[config.mk]
export PLATFORM = sky130hd
export DESIGN_NAME = fetch_unit_flat
export DESIGN_NICKNAME = d
export VERILOG_FILES = /design/src/rtl/fetch_pkg.sv /design/src/rtl/fetch_if.sv /design/src/rtl/fetch_fifo.sv /design/src/rtl/fetch_unit.sv /design/src/flat_wrapper.sv
export SDC_FILE = /design/constraint.sdc
export NUM_CORES = 1
export LEC_CHECK = 0
export CAP_MARGIN = 20
export CELL_PAD_IN_SITES_DETAIL_PLACEMENT = 1
export CELL_PAD_IN_SITES_GLOBAL_PLACEMENT = 2
export CORE_MARGIN = 2
export CORE_UTILIZATION = 35
export CTS_CLUSTER_SIZE = 30
export DETAILED_ROUTE_END_ITERATION = 7
export PLACE_DENSITY = 0.85
export SLEW_MARGIN = 30
export SYNTH_ARGS = -nofsm -noshare
export SYNTH_HDL_FRONTEND = slang
export SYNTH_HIERARCHICAL = 1
export SYNTH_SLANG_ARGS = --single-unit
export TNS_END_PERCENT = 5
[constraint.sdc]
create_clock -name clk -period 4.8 [get_ports clk]
set_input_delay 0.96 -clock clk [delete_from_list [all_inputs] [get_ports clk]]
set_output_delay 0.96 -clock clk [all_outputs]
set_load 0.05 [all_outputs]
[src/rtl/fetch_pkg.sv]
// Shared constants and types for the instruction fetch front end.
package fetch_pkg;

  localparam int unsigned FETCH_ADDR_W  = 64;
  localparam int unsigned FETCH_INSTR_W = 32;
  localparam int unsigned FETCH_DEPTH   = 4;

  localparam logic [FETCH_ADDR_W-1:0] FETCH_RESET_PC = '0;

  localparam int unsigned FETCH_PC_INC = 4;

  typedef logic [FETCH_INSTR_W-1:0] fetch_entry_t;

endpackage

[src/rtl/fetch_if.sv]
// Fetch unit bus: instruction-memory request/response, decode hand-off and redirect.
interface fetch_if
  import fetch_pkg::*;
#(
  parameter int unsigned ADDR_W  = FETCH_ADDR_W,
  parameter int unsigned INSTR_W = FETCH_INSTR_W
) ();

  logic               imem_req_valid;
  logic               imem_req_ready;
  logic [ADDR_W-1:0]  imem_req_addr;
  logic               imem_rsp_valid;
  logic [INSTR_W-1:0] imem_rsp_data;
  logic               id_valid;
  logic               id_ready;
  logic [INSTR_W-1:0] id_instr;
  logic [ADDR_W-1:0]  id_pc;
  logic               redirect;
  logic [ADDR_W-1:0]  redirect_pc;

  modport master (
    output imem_req_valid,
    output imem_req_addr,
    input  imem_req_ready,
    input  imem_rsp_valid,
    input  imem_rsp_data,
    output id_valid,
    output id_instr,
    output id_pc,
    input  id_ready,
    input  redirect,
    input  redirect_pc
  );

  modport slave (
    input  imem_req_valid,
    input  imem_req_addr,
    output imem_req_ready,
    output imem_rsp_valid,
    output imem_rsp_data,
    input  id_valid,
    input  id_instr,
    input  id_pc,
    output id_ready,
    output redirect,
    output redirect_pc
  );

endinterface

[src/rtl/fetch_fifo.sv]
// Instruction queue: power-of-two FIFO with wrap-bit pointers and a synchronous flush.
module fetch_fifo #(
  parameter int unsigned DEPTH = 4,
  parameter int unsigned WIDTH = 32
) (
  input  logic                     clk,
  input  logic                     reset,
  input  logic                     i_flush,
  input  logic                     i_push,
  input  logic [WIDTH-1:0]         i_data,
  input  logic                     i_pop,
  output logic [WIDTH-1:0]         o_data,
  output logic                     o_empty,
  output logic [$clog2(DEPTH):0]   o_count
);

  localparam int unsigned IDX_W = $clog2(DEPTH);
  localparam int unsigned PTR_W = IDX_W + 1;

  logic [WIDTH-1:0] r_mem [DEPTH];
  logic [PTR_W-1:0] r_wr_ptr, w_wr_ptr_d;
  logic [PTR_W-1:0] r_rd_ptr, w_rd_ptr_d;
  logic             w_full;

  assign o_count = r_wr_ptr - r_rd_ptr;
  assign o_empty = (r_wr_ptr == r_rd_ptr);
  assign w_full  = (r_wr_ptr[IDX_W-1:0] == r_rd_ptr[IDX_W-1:0]) &&
                   (r_wr_ptr[IDX_W] != r_rd_ptr[IDX_W]);
  // Empty queue presents zero so the head word is defined straight out of reset.
  assign o_data  = o_empty ? '0 : r_mem[r_rd_ptr[IDX_W-1:0]];

  always_comb begin
    w_wr_ptr_d = r_wr_ptr;
    w_rd_ptr_d = r_rd_ptr;
    if (i_flush) begin
      w_wr_ptr_d = '0;
      w_rd_ptr_d = '0;
    end else begin
      if (i_push) w_wr_ptr_d = r_wr_ptr + PTR_W'(1);
      if (i_pop)  w_rd_ptr_d = r_rd_ptr + PTR_W'(1);
    end
  end

  always_ff @(posedge clk or negedge reset) begin
    if (!reset) begin
      r_wr_ptr <= '0;
      r_rd_ptr <= '0;
    end else begin
      r_wr_ptr <= w_wr_ptr_d;
      r_rd_ptr <= w_rd_ptr_d;
    end
  end

  always_ff @(posedge clk) begin
    if (i_push && !i_flush) r_mem[r_wr_ptr[IDX_W-1:0]] <= i_data;
  end

  a_no_overflow : assert property (@(posedge clk) disable iff (!reset)
    !(i_push && !i_pop && !i_flush && w_full));

endmodule

[src/rtl/fetch_unit.sv]
// Instruction fetch front end: credit-limited request issue, in-order response
// capture into a small queue, and redirect flush with stale-response dropping.
module fetch_unit
  import fetch_pkg::*;
#(
  parameter int unsigned       ADDR_W   = FETCH_ADDR_W,
  parameter int unsigned       INSTR_W  = FETCH_INSTR_W,
  parameter int unsigned       DEPTH    = FETCH_DEPTH,
  parameter logic [ADDR_W-1:0] RESET_PC = ADDR_W'(FETCH_RESET_PC)
) (
  input  logic    clk,
  input  logic    reset,
  fetch_if.master bus
);

  localparam int unsigned       CNT_W  = $clog2(DEPTH) + 1;
  localparam int unsigned       SUM_W  = CNT_W + 1;
  localparam logic [ADDR_W-1:0] PC_INC = ADDR_W'(FETCH_PC_INC);

  logic [CNT_W-1:0]   w_occ;
  logic               w_empty;
  logic [INSTR_W-1:0] w_head;
  logic [SUM_W-1:0]   w_in_use;
  logic               w_rsp;
  logic               w_fire;
  logic               w_pop;
  logic               w_push;
  logic               w_dropping;

  logic [ADDR_W-1:0]  r_fetch_pc, w_fetch_pc_d;
  logic [ADDR_W-1:0]  r_out_pc, w_out_pc_d;
  logic [CNT_W-1:0]   r_outstanding, w_outstanding_d;
  logic [CNT_W-1:0]   r_drop_cnt, w_drop_cnt_d;

  // Queue entries plus in-flight requests never exceed DEPTH, so every
  // response is guaranteed a slot.
  assign w_in_use           = SUM_W'(w_occ) + SUM_W'(r_outstanding);
  assign bus.imem_req_valid = reset & (w_in_use < SUM_W'(DEPTH));
  assign bus.imem_req_addr  = r_fetch_pc;
  assign bus.id_valid       = ~w_empty;
  assign bus.id_instr       = w_head;
  assign bus.id_pc          = r_out_pc;

  assign w_rsp      = bus.imem_rsp_valid;
  assign w_fire     = bus.imem_req_valid & bus.imem_req_ready;
  assign w_pop      = bus.id_valid & bus.id_ready;
  assign w_dropping = (r_drop_cnt != '0);
  assign w_push     = w_rsp & ~w_dropping;

  always_comb begin
    w_outstanding_d = r_outstanding;
    if (w_fire && !w_rsp) begin
      w_outstanding_d = r_outstanding + CNT_W'(1);
    end else if (!w_fire && w_rsp) begin
      w_outstanding_d = r_outstanding - CNT_W'(1);
    end
  end

  // After a redirect every request still unanswered belongs to the old stream.
  always_comb begin
    w_drop_cnt_d = r_drop_cnt;
    if (bus.redirect) begin
      w_drop_cnt_d = w_outstanding_d;
    end else if (w_rsp && w_dropping) begin
      w_drop_cnt_d = r_drop_cnt - CNT_W'(1);
    end
  end

  always_comb begin
    w_fetch_pc_d = r_fetch_pc;
    w_out_pc_d   = r_out_pc;
    if (bus.redirect) begin
      w_fetch_pc_d = bus.redirect_pc;
      w_out_pc_d   = bus.redirect_pc;
    end else begin
      if (w_fire) w_fetch_pc_d = r_fetch_pc + PC_INC;
      if (w_pop)  w_out_pc_d   = r_out_pc + PC_INC;
    end
  end

  always_ff @(posedge clk or negedge reset) begin
    if (!reset) begin
      r_fetch_pc    <= RESET_PC;
      r_out_pc      <= RESET_PC;
      r_outstanding <= '0;
      r_drop_cnt    <= '0;
    end else begin
      r_fetch_pc    <= w_fetch_pc_d;
      r_out_pc      <= w_out_pc_d;
      r_outstanding <= w_outstanding_d;
      r_drop_cnt    <= w_drop_cnt_d;
    end
  end

  fetch_fifo #(
    .DEPTH (DEPTH),
    .WIDTH (INSTR_W)
  ) u_fifo (
    .clk     (clk),
    .reset   (reset),
    .i_flush (bus.redirect),
    .i_push  (w_push),
    .i_data  (bus.imem_rsp_data),
    .i_pop   (w_pop),
    .o_data  (w_head),
    .o_empty (w_empty),
    .o_count (w_occ)
  );

  a_outstanding_bound : assert property (@(posedge clk) disable iff (!reset)
    r_outstanding <= CNT_W'(DEPTH));

  a_rsp_expected : assert property (@(posedge clk) disable iff (!reset)
    !(w_rsp && (r_outstanding == '0)));

endmodule
[src/flat_wrapper.sv]
// flat-port wrapper written by rule: the top's interface ports become plain ports
module fetch_unit_flat import fetch_pkg::*;
#(
  parameter int unsigned       ADDR_W   = FETCH_ADDR_W,
  parameter int unsigned       INSTR_W  = FETCH_INSTR_W,
  parameter int unsigned       DEPTH    = FETCH_DEPTH,
  parameter logic [ADDR_W-1:0] RESET_PC = ADDR_W'(FETCH_RESET_PC)
)
  (clk, reset, bus_imem_req_valid, bus_imem_req_addr, bus_imem_req_ready, bus_imem_rsp_valid, bus_imem_rsp_data, bus_id_valid, bus_id_instr, bus_id_pc, bus_id_ready, bus_redirect, bus_redirect_pc);
  fetch_if #(.ADDR_W(ADDR_W), .INSTR_W(INSTR_W)) bus_i ();
  input  logic clk;
  input  logic reset;
  output wire logic [$bits(bus_i.imem_req_valid)-1:0] bus_imem_req_valid;
  output wire logic [$bits(bus_i.imem_req_addr)-1:0] bus_imem_req_addr;
  input wire logic [$bits(bus_i.imem_req_ready)-1:0] bus_imem_req_ready;
  input wire logic [$bits(bus_i.imem_rsp_valid)-1:0] bus_imem_rsp_valid;
  input wire logic [$bits(bus_i.imem_rsp_data)-1:0] bus_imem_rsp_data;
  output wire logic [$bits(bus_i.id_valid)-1:0] bus_id_valid;
  output wire logic [$bits(bus_i.id_instr)-1:0] bus_id_instr;
  output wire logic [$bits(bus_i.id_pc)-1:0] bus_id_pc;
  input wire logic [$bits(bus_i.id_ready)-1:0] bus_id_ready;
  input wire logic [$bits(bus_i.redirect)-1:0] bus_redirect;
  input wire logic [$bits(bus_i.redirect_pc)-1:0] bus_redirect_pc;
  assign bus_imem_req_valid = bus_i.imem_req_valid;
  assign bus_imem_req_addr = bus_i.imem_req_addr;
  assign bus_i.imem_req_ready = bus_imem_req_ready;
  assign bus_i.imem_rsp_valid = bus_imem_rsp_valid;
  assign bus_i.imem_rsp_data = bus_imem_rsp_data;
  assign bus_id_valid = bus_i.id_valid;
  assign bus_id_instr = bus_i.id_instr;
  assign bus_id_pc = bus_i.id_pc;
  assign bus_i.id_ready = bus_id_ready;
  assign bus_i.redirect = bus_redirect;
  assign bus_i.redirect_pc = bus_redirect_pc;
  fetch_unit #(.ADDR_W(ADDR_W), .INSTR_W(INSTR_W), .DEPTH(DEPTH), .RESET_PC(RESET_PC)) u_core (.clk(clk), .reset(reset), .bus(bus_i));
endmodule
-- Word level (Yosys, flattened, before mapping)
Memories as Yosys holds them, arrays and structs flattened.
Cells that the tools add are included.
- $add $sub $neg: 9
- order comparisons: 1
- equal/unequal tests: 1
- multiplexer cells: 15
- bitwise operators: 6
- reductions and logical operators: 12
- operators with widths (cell ; count):
    2-to-1 mux 64 bit ; 4
    adder 64 x 3 -> 64 bit (second input constant) ; 2
    2-to-1 mux 32 bit ; 1
    2-to-1 mux 3 bit ; 8
    adder 3 x 1 -> 3 bit (second input constant) ; 3
    nonzero test 2 bit ; 4
    subtractor 3 x 1 -> 3 bit (second input constant) ; 2
    adder 3 x 3 -> 4 bit ; 1
    bitwise AND 1 bit ; 4
    logical AND 1 bit ; 4
    less-than comparator 4 x 3 -> 1 bit (second input constant) ; 1
    == test 3 bit ; 1
    logical NOT 1 bit ; 3
    nonzero test 3 bit ; 1
    subtractor 3 bit ; 1
    2-to-1 mux 1 bit ; 2
    NOT 1 bit ; 2
- flip-flop bits (word level): 140
- memory bits (writable): 128
- memories: 1
- memory list (memory ; words ; width ; read ports ; clocked after Yosys merged registers in ; write ports ; line ; RTL):
    u_core.u_fifo.r_mem ; 4 ; 32 ; 1 ; 0 ; 1 ; fetch_fifo.sv:20 ; logic [WIDTH-1:0] r_mem [DEPTH];

-- Depth between registers and ports, before layout
Gate-level depths: netlist (run 1).
- depth in word-level cells: 10
- gate-level depth with buffers: 13

-- Cells and area by module
The synthesis (run 1) kept the hierarchy.
- by module, submodules not included (module ; times used ; cells each ; area each (µm²) ; seq. area each (µm²)):
    fetch_unit ; 1 ; 854 ; 8007.7 ; 3353.2
    fetch_fifo ; 1 ; 248 ; 5365.1 ; 3993.8

-- Worst setup path after synthesis (run 1)
Ideal clock, no wire load.
- path type: flip-flop to output port
- from: reg u_core.u_fifo.r_wr_ptr[0]
- to: out bus_imem_req_valid
- arrival time: 2800 ps
- path slack: 1040 ps
- cell stages (with the launch flop): 9
- cell sequence: dfrtp_1 > inv_1 > ha_1 > fa_1 > xnor2_1 > ha_1 > or4b_1 > buf_2 > nor2_1
- cells in the longest elaborated chain, start to end: 4
- ends and longest elaborated chain (element ; line ; RTL):
    start: declaration ; fetch_fifo.sv:21 ; logic [PTR_W-1:0] r_wr_ptr, w_wr_ptr_d;
    start signal: assignment ; fetch_fifo.sv:49 ; r_wr_ptr <= w_wr_ptr_d;
    subtractor 3 bit ; fetch_fifo.sv:25 ; assign o_count = r_wr_ptr - r_rd_ptr;
    net u_core.w_occ[2] ; fetch_unit.sv:20 ; logic [CNT_W-1:0] w_occ;
    adder 3 x 3 -> 4 bit ; fetch_unit.sv:37 ; assign w_in_use = SUM_W'(w_occ) + SUM_W'(r_outstanding);
    less-than comparator 4 x 3 -> 1 bit ; fetch_unit.sv:38 ; assign bus.imem_req_valid = reset & (w_in_use < SUM_W'(DEPTH));
    bitwise AND 1 bit ; fetch_unit.sv:38 ;
    end: declaration ; flat_wrapper.sv:13 ; output wire logic [$bits(bus_i.imem_req_valid)-1:0] bus_imem_req_valid;
The timed path passes the listed nets, and every way through them passes these cells.

-- Worst setup path in the final report (run 1)
- from: reg u_core.u_fifo.r_rd_ptr[1]
- to: out bus_id_instr[15]
- cells in the longest elaborated chain, start to end: 2
- elaborated cells between the ends (all ways): 3
- classes of those cells: eq/ne (1); mux (1); memory (1)
- ends and longest elaborated chain (element ; line ; RTL):
    start: declaration ; fetch_fifo.sv:22 ; logic [PTR_W-1:0] r_rd_ptr, w_rd_ptr_d;
    start signal: assignment ; fetch_fifo.sv:50 ; r_rd_ptr <= w_rd_ptr_d;
    memory read (4 x 32 bit) or == test 3 bit (tied branches) ; - ;
    2-to-1 mux 32 bit * ; fetch_fifo.sv:30 ; assign o_data = o_empty ? '0 : r_mem[r_rd_ptr[IDX_W-1:0]];
    end: declaration ; flat_wrapper.sv:19 ; output wire logic [$bits(bus_i.id_instr)-1:0] bus_id_instr;
Every way passes the cells marked *; elsewhere a longest branch is shown, timed or not.

==> qor.yml, run 1 <==
status: "finished clean"
synth_edf_count: 128
fin_tns_setup_ps: 0
synth_top_family_by_area: "simple AND/OR/NAND/NOR gates"
die_area_sq_um: 39790
start_kind: "flip-flop"
ys_seq_area_share_pct: 54.94
hold_viol_final: 0
place_ws_ps: 751.9
drt-wirelength-per-cell_um: 21.86
power_mw: 7.671
final_cell_count_no_fill: 1890
cts_tree: "done"
die_h_um: 199.5
postCtsSetupRepairBufs: 0
slew_violations: 0
dpl.hpwl_um: 28620
fmax_mhz: 228.9
slowest_delay_ps: 880
place.gp.congestion: 0.8198
viasPerCell: 5.370
syn_avg_cell_area_sq_um: 12.14
grt_max_degree: 81
clock-sinks: 268
synth_xor_area_share_pct: 5.043
drtPass1Iterations: 4
clock_latency_ps: 580
track_usage_pct: 20.72
yosysUniqueCellTypes: 59
drt_iter0_drc: 594
crit_type: "reg2out"
ios: 264
utilization_pct: 46.65
rrSetupSlack_ps: 760
power.density_nw_per_um2: 436.6
fin_crit_sh_pct: 91.01
top_usage_layer: "met2"
synthMuxAreaShare_pct: 10.66
clockBufferDepth: 3
synthSimpleGateAreaFrac_pct: 16.55
grt_overflow: 0
worstPathArrival_ps: 3410
vias: 10150
synth_area_sq_um: 13370
critical_path.cell_chain: "buf_4 -> inv_1 -> ha_1 -> and2_1 -> buf_4 -> a21boi_0 -> clkdlybuf4s50_1"
grt_pass1_vias: 10760
ys_async_sr_fraction_pct: 52.24
final_area_sq_um: 17570
cts_resized: 0
skew_ps: 18.82
met1_usage_pct: 27.04
syn2layout_area_growth_pct: 31.40
relSlewSlack_pct: 39.91
grt_pass1_wl_um: 63610
root_buffer: "clkbuf_16"
port_buffers: 263
synth_warnings: 6
grt_util_met2_pct: 34.40
synth-main-ff-cell: "dfrtp_1"
timing.hold.ws_ps: 484.1
maxCapViolCount: 0
dp.cells: 1830
ir_worst_vdd_mv: 0.3673
period_needed_ps: 4368
cp_data_required_time_ps: 3840
routed_wl_um: 41310
hold_path.class: "in2async"
grt_use_met3_pct: 4.692
ys_seq_elements: 268
die_w_um: 199.5
crit_fanout: 35
layout-drive-gt1-share_pct: 13.36
antenna_found_initial: 4
nets: 1470
power.leakage_nw: 6.348
initial_core_util_pct: 35.50
hold_buffers: 0
placedInstanceArea_sq_um: 16540
synth_fa_ha_area_share_pct: 1.703
coreArea_sq_um: 37670
synthCells: 1102
synth_compound_area_share_pct: 7.494
tightest_slew_ps: 893.9
timing.final.ws_setup_ps: 431.7
grt_setup_unrepaired: "false"
clkTransAtPathRegs_ps: 60
cp-end-kind: "output pin"
cts_made_buffers: 31
drc: 0
synth_nets: 1220
cp_common_cell: "buf_4"
postRouteAntennaNets: 0
htree_levels: 1
rows: 71
cp_slowest_cell: "clkdlybuf4s50_1"
setup_viol: 0
==> cells by family after synthesis <==
logic type / count (synthesis)
adders and majority gates: 18
DFF: 268
xor gates and xnor gates: 77
muxes: 94
buffers and inverters: 110
and+or+nand+nor: 397
AOI/OAI and AO/OA: 138
==> flip-flops by register name, indices dropped and copies added, names as in the netlist <==
name                      cells
u_core/u_fifo/r_rd_ptr        3
u_core/bus.id_pc             64
u_core/r_outstanding          3
u_core/u_fifo/r_mem         128
u_core/r_drop_cnt             3
u_core/u_fifo/r_wr_ptr        3
u_core/bus.imem_req_addr     64
==> final cells by class <==
class                   instances  area, sq um
clock buffers                  33        783.3
well taps                     511        639.4
clock inverters                25        226.5
multi-input cells             724         5587
repair buffers                284         2819
fillers                      4015        20090
diodes                          2        5.005
inverters                      43        163.9
flip-flops and latches        268         7348
==> power by group <==
part / internal [mW] / total [mW] / switching [mW]
combinational: 0.940 / 2.53 / 1.59
sequential: 2.59 / 2.79 / 0.200
clock: 1.35 / 2.35 / 1.00
==> metal layers <==
layer,part of all wire [%],vias to the layer above,wire length [um]
li1,-,4685,-
met1,43,5140,17680
met2,48,263,19950
met3,6.4,58,2649
met4,2.4,4,1001
met5,0.080,-,33
==> synthesized netlist by cell type, types with 6 or more instances <==
cell	number	area (sq um)
xor2_1	20	175.2
a21boi_0	25	187.7
o31a_1	15	131.4
nand3_1	34	170.2
nor3_1	41	205.2
xnor2_1	57	499.2
inv_1	43	161.4
a211oi_1	17	127.6
a311oi_1	13	113.9
a21boi_1	8	60.06
nor4_1	43	269.0
and3_1	38	237.7
nand2_1	61	229.0
clkbuf_1	49	183.9
dfrtp_1	140	3503
nand4_1	58	362.9
a31o_2	6	52.55
buf_2	11	55.05
mux4_2	29	653.1
nand2b_1	7	43.79
ha_1	15	187.7
nor2_1	58	217.7
o21ai_0	11	55.05
and2_1	16	100.1
a31oi_1	11	68.82
mux2_2	58	653.1
edfxtp_1	128	3844
and4_1	15	131.4
a21oi_1	18	90.09
==> layout by cell type (no fill, tap or decap), types with 19 or more instances in the layout <==
cell type | netlist | routed
nor2_1 | 58 | 58
nand3_1 | 34 | 34
clkdlybuf4s50_1 | 0 | 260
xnor2_1 | 57 | 56
mux2_2 | 58 | 58
nor4_1 | 43 | 41
nor3_1 | 41 | 41
mux4_2 | 29 | 29
a21boi_0 | 25 | 25
nand2_1 | 61 | 61
and3_1 | 38 | 38
inv_1 | 43 | 42
xor2_1 | 20 | 20
buf_4 | 0 | 19
dfrtp_1 | 140 | 139
nand4_1 | 58 | 58
edfxtp_1 | 128 | 128
clkbuf_16 | 0 | 31
==> worst paths after layout <==
| kind | from | end | cells after the start |
|---|---|---|---|
| max | u_core/u_fifo/r_rd_ptr[1]$_DFFE_PN0P_ | bus_id_instr[15] | 7 |
| min | reset | u_core/r_drop_cnt[1]$_DFFE_PN0P_ | 2 |
| max reg2reg | u_core/u_fifo/r_wr_ptr[0]$_DFFE_PN0P_ | u_core/bus.imem_req_addr[49]$_DFFE_PN0P_ | 11 |
| min reg2reg | u_core/r_outstanding[2]$_DFF_PN0_ | u_core/r_outstanding[2]$_DFF_PN0_ | 1 |
| max in group asynchronous | reset | u_core/bus.id_pc[22]$_DFFE_PN0N_ | 3 |
| min in group clk | u_core/r_outstanding[2]$_DFF_PN0_ | u_core/r_outstanding[2]$_DFF_PN0_ | 1 |
==> worst max-delay path: cells and delay by family, from the launching register on <==
family                   cells  cell delay (ps)
AND/OR/NAND/NOR              1              140
AO/OA/AOI/OAI                1              340
adder cells (fa/ha/maj)      1              280
flip-flops                   1              370
buffers and inverters        4             1680
No activity file was read; power rests on OpenSTA's default activity.
==> run 2, diff against run 1 <==
ABC_CLOCK_PERIOD_IN_PS = 4800   (was unset)
SETUP_SLACK_MARGIN = 0.3   (was unset)
==> results of run 2 <==
No change in the layout: final DEF, timing and power equal those of run 1.
==> run 3, diff against run 2 <==
ABC_CLOCK_PERIOD_IN_PS = 3700   (was 4800)
CELL_PAD_IN_SITES_DETAIL_PLACEMENT = unset   (was 1)
CELL_PAD_IN_SITES_GLOBAL_PLACEMENT = unset   (was 2)
CORE_UTILIZATION = 47   (was 35)
PLACE_DENSITY = 0.81   (was 0.85)
clock period = 3.7 ns   (was 4.8 ns; I/O delays follow)
==> qor.yml, run 3 (synthesis results as in run 1) <==
status: "finished clean"  # unchanged
start_kind: "flip-flop"  # unchanged
crit_fanout: 3  # was 35
drt-wirelength-per-cell_um: 20.79  # was 21.86 um
slowest_delay_ps: 510  # was 880 ps
nets: 1485  # was 1470
hold_viol_final: 0  # unchanged
viasPerCell: 5.903  # was 5.370
hold_path.class: "in2async"  # unchanged
regArea_sq_um: 7348  # unchanged
maxCapViolCount: 0  # unchanged
ir_worst_vdd_mv: 0.5630  # was 0.3673 mV
period_needed_ps: 3466
drc: 0  # unchanged
cts_tree: "done"  # unchanged
timing.hold.ws_ps: 278.5  # was 484.1 ps
worstPathArrival_ps: 2730  # was 3410 ps
fin_crit_sh_pct: 93.68
cp_top_family: "adder cells"  # was buffers and inverters
final_common_cell: "clkdlybuf4s50_1"  # unchanged
cp.buffers_inverters: 2  # was 4
crit_type: "reg2out"  # unchanged
cp_num_cells: 8  # was 7
die_h_um: 172.7  # was 199.5 um
die_w_um: 172.7  # was 199.5 um
skew_ps: 7.949  # was 18.82 ps
hold_buffers: 0  # unchanged
cts_made_buffers: 29  # was 31
grt_overflow: 0  # unchanged
rows: 61  # was 71
power_mw: 9.970  # was 7.671 mW
clock-sinks: 268  # unchanged
multiInputGateArea_sq_um: 5614  # was 5587 sq um
power.density_nw_per_um2: 569.2  # was 436.6 nW/um^2
cp_data_required_time_ps: 2960  # was 3840 ps
grt_max_degree: 87  # was 81
antenna_cells: 0  # was 2
cp_slowest_cell: "or4b_4"  # was clkdlybuf4s50_1
antenna_found_initial: 2  # was 4
die_area_sq_um: 29820  # was 39790 sq um
rrSetupSlack_ps: 280  # was 760 ps
layout_common_cells: "clkdlybuf4s50_1 (227), dfrtp_1 (139), edfxtp_1 (128)"  # was clkdlybuf4s50_1 (260), dfrtp_1 (139), edfxtp_1 (128)
fmax_mhz: 288.5
setup_viol: 0  # unchanged
grt_pass1_wl_um: 57690  # was 63610 um
place.gp.congestion: 0.8474  # was 0.8198
critical_path.cell_chain: "inv_2 -> ha_2 -> fa_2 -> xnor2_2 -> ha_1 -> or4b_4 -> nor2_4 -> buf_12"  # was buf_4 -> inv_1 -> ha_1 -> and2_1 -> buf_4 -> a21boi_0 -> clkdlybuf4s50_1
clkTransAtPathRegs_ps: 60  # about the same
vias: 10430  # was 10150
initial_core_util_pct: 47.87  # was 35.50%
fin_tns_setup_ps: 0  # unchanged
postRouteAntennaNets: 0  # unchanged
relSlewSlack_pct: 39.98  # was 39.91%
final_cell_count_no_fill: 1766  # was 1890
n_fill_cell: 2148  # was 4015
tightest_slew_ps: 900.4  # was 893.9 ps
largest_reg_flops: 128  # unchanged
dp.cells: 1706  # was 1830
slew_violations: 0  # unchanged
reg2reg_depth: 12  # was 11
cp-end-kind: "output pin"  # unchanged
coreArea_sq_um: 27930  # was 37670 sq um
layout-drive-gt1-share_pct: 17.07  # was 13.36%
drt_iter0_drc: 1070  # was 594
power.leakage_nw: 6.510  # was 6.348 nW
ios: 264  # unchanged
track_usage_pct: 23.94  # was 20.72%
dpl.hpwl_um: 24840  # was 28620 um
clockBufferDepth: 3  # unchanged
syn2layout_area_growth_pct: 30.98  # was 31.40%
htree_levels: 1  # unchanged
root_buffer: "clkbuf_16"  # unchanged
routed_wl_um: 36710  # was 41310 um
utilization_pct: 62.70  # was 46.65%
clock_latency_ps: 570  # was 580 ps
grt_setup_unrepaired: "true"  # was false
port_buffers: 263  # unchanged
drtPass1Iterations: 5  # was 4
grt_pass1_vias: 10410  # was 10760
[run 3: cell count changes in the layout (fill, tap and decap cells not counted), moves of 2 or more]
cell / change
clkdlybuf4s50_1: -33
ha_1: -2
buf_4: +45
clkbuf_8: +4
buf_12: +2
clkinv_2: -4
diode_2: -2
clkinvlp_4: -4
clkbuf_16: -2
ha_2: +2
bufinv_16: +2
inv_6: -2
[run 3: power by group]
group | switching, mW | total, mW | internal, mW
Sequential | 0.261 | 3.62 | 3.36
Combinational | 2.05 | 3.27 | 1.22
Clock | 1.21 | 3.08 | 1.87
Total | 3.53 | 9.97 | 6.44
[run 3: what timing repair did]
action,4_1_cts,5_1_grt
endpoints found under the setup margin,101,85
buffers inserted,6,2
resized for setup,10,3
pin swaps,4,1
[run 3: final cells by class]
type	count	area share (%)
flip-flops and latches	268	41.95
clock inverters	17	1.314
well taps	378	2.700
multi-input cells	724	32.05
repair buffers	301	16.54
clock buffers	35	4.500
inverters	43	0.9358
[run 3: worst paths after layout]
check	end	startpoint
worst max register to register	u_core/bus.imem_req_addr[47]$_DFFE_PN0P_	u_core/u_fifo/r_wr_ptr[0]$_DFFE_PN0P_
worst max-delay path	bus_imem_req_valid	u_core/u_fifo/r_wr_ptr[0]$_DFFE_PN0P_
max in group asynchronous	u_core/bus.id_pc[44]$_DFFE_PN0N_	reset
worst min-delay path	u_core/bus.id_pc[32]$_DFFE_PN0N_	reset
min in group clk	u_core/r_outstanding[2]$_DFF_PN0_	u_core/r_outstanding[2]$_DFF_PN0_
worst min register to register	u_core/r_outstanding[2]$_DFF_PN0_	u_core/r_outstanding[2]$_DFF_PN0_
[run 3: layer usage]
layer  routed length, um  vias to the layer above  share of wire (%)  global-route usage (%)
li1                    -                     4708                  -                       -
met1               14470                     5152                 39                   30.33
met2               17630                      467                 48                   39.93
met3                3390                       94                9.2                   6.750
met4                1184                        4                3.2                   7.627
met5                  27                        -              0.074                       0
[run 3: through the flow]
| stage | instance area [sq um] | setup slack, ps |
|---|---|---|
| CTS | 17490 | 235.1 |
| floorplan | 13380 | 222.6 |
| global placement | 16370 | 47.39 |
| global route | 17520 | 119.0 |
| detailed placement | 16380 | -17.10 |
| finish | 17520 | 233.9 |
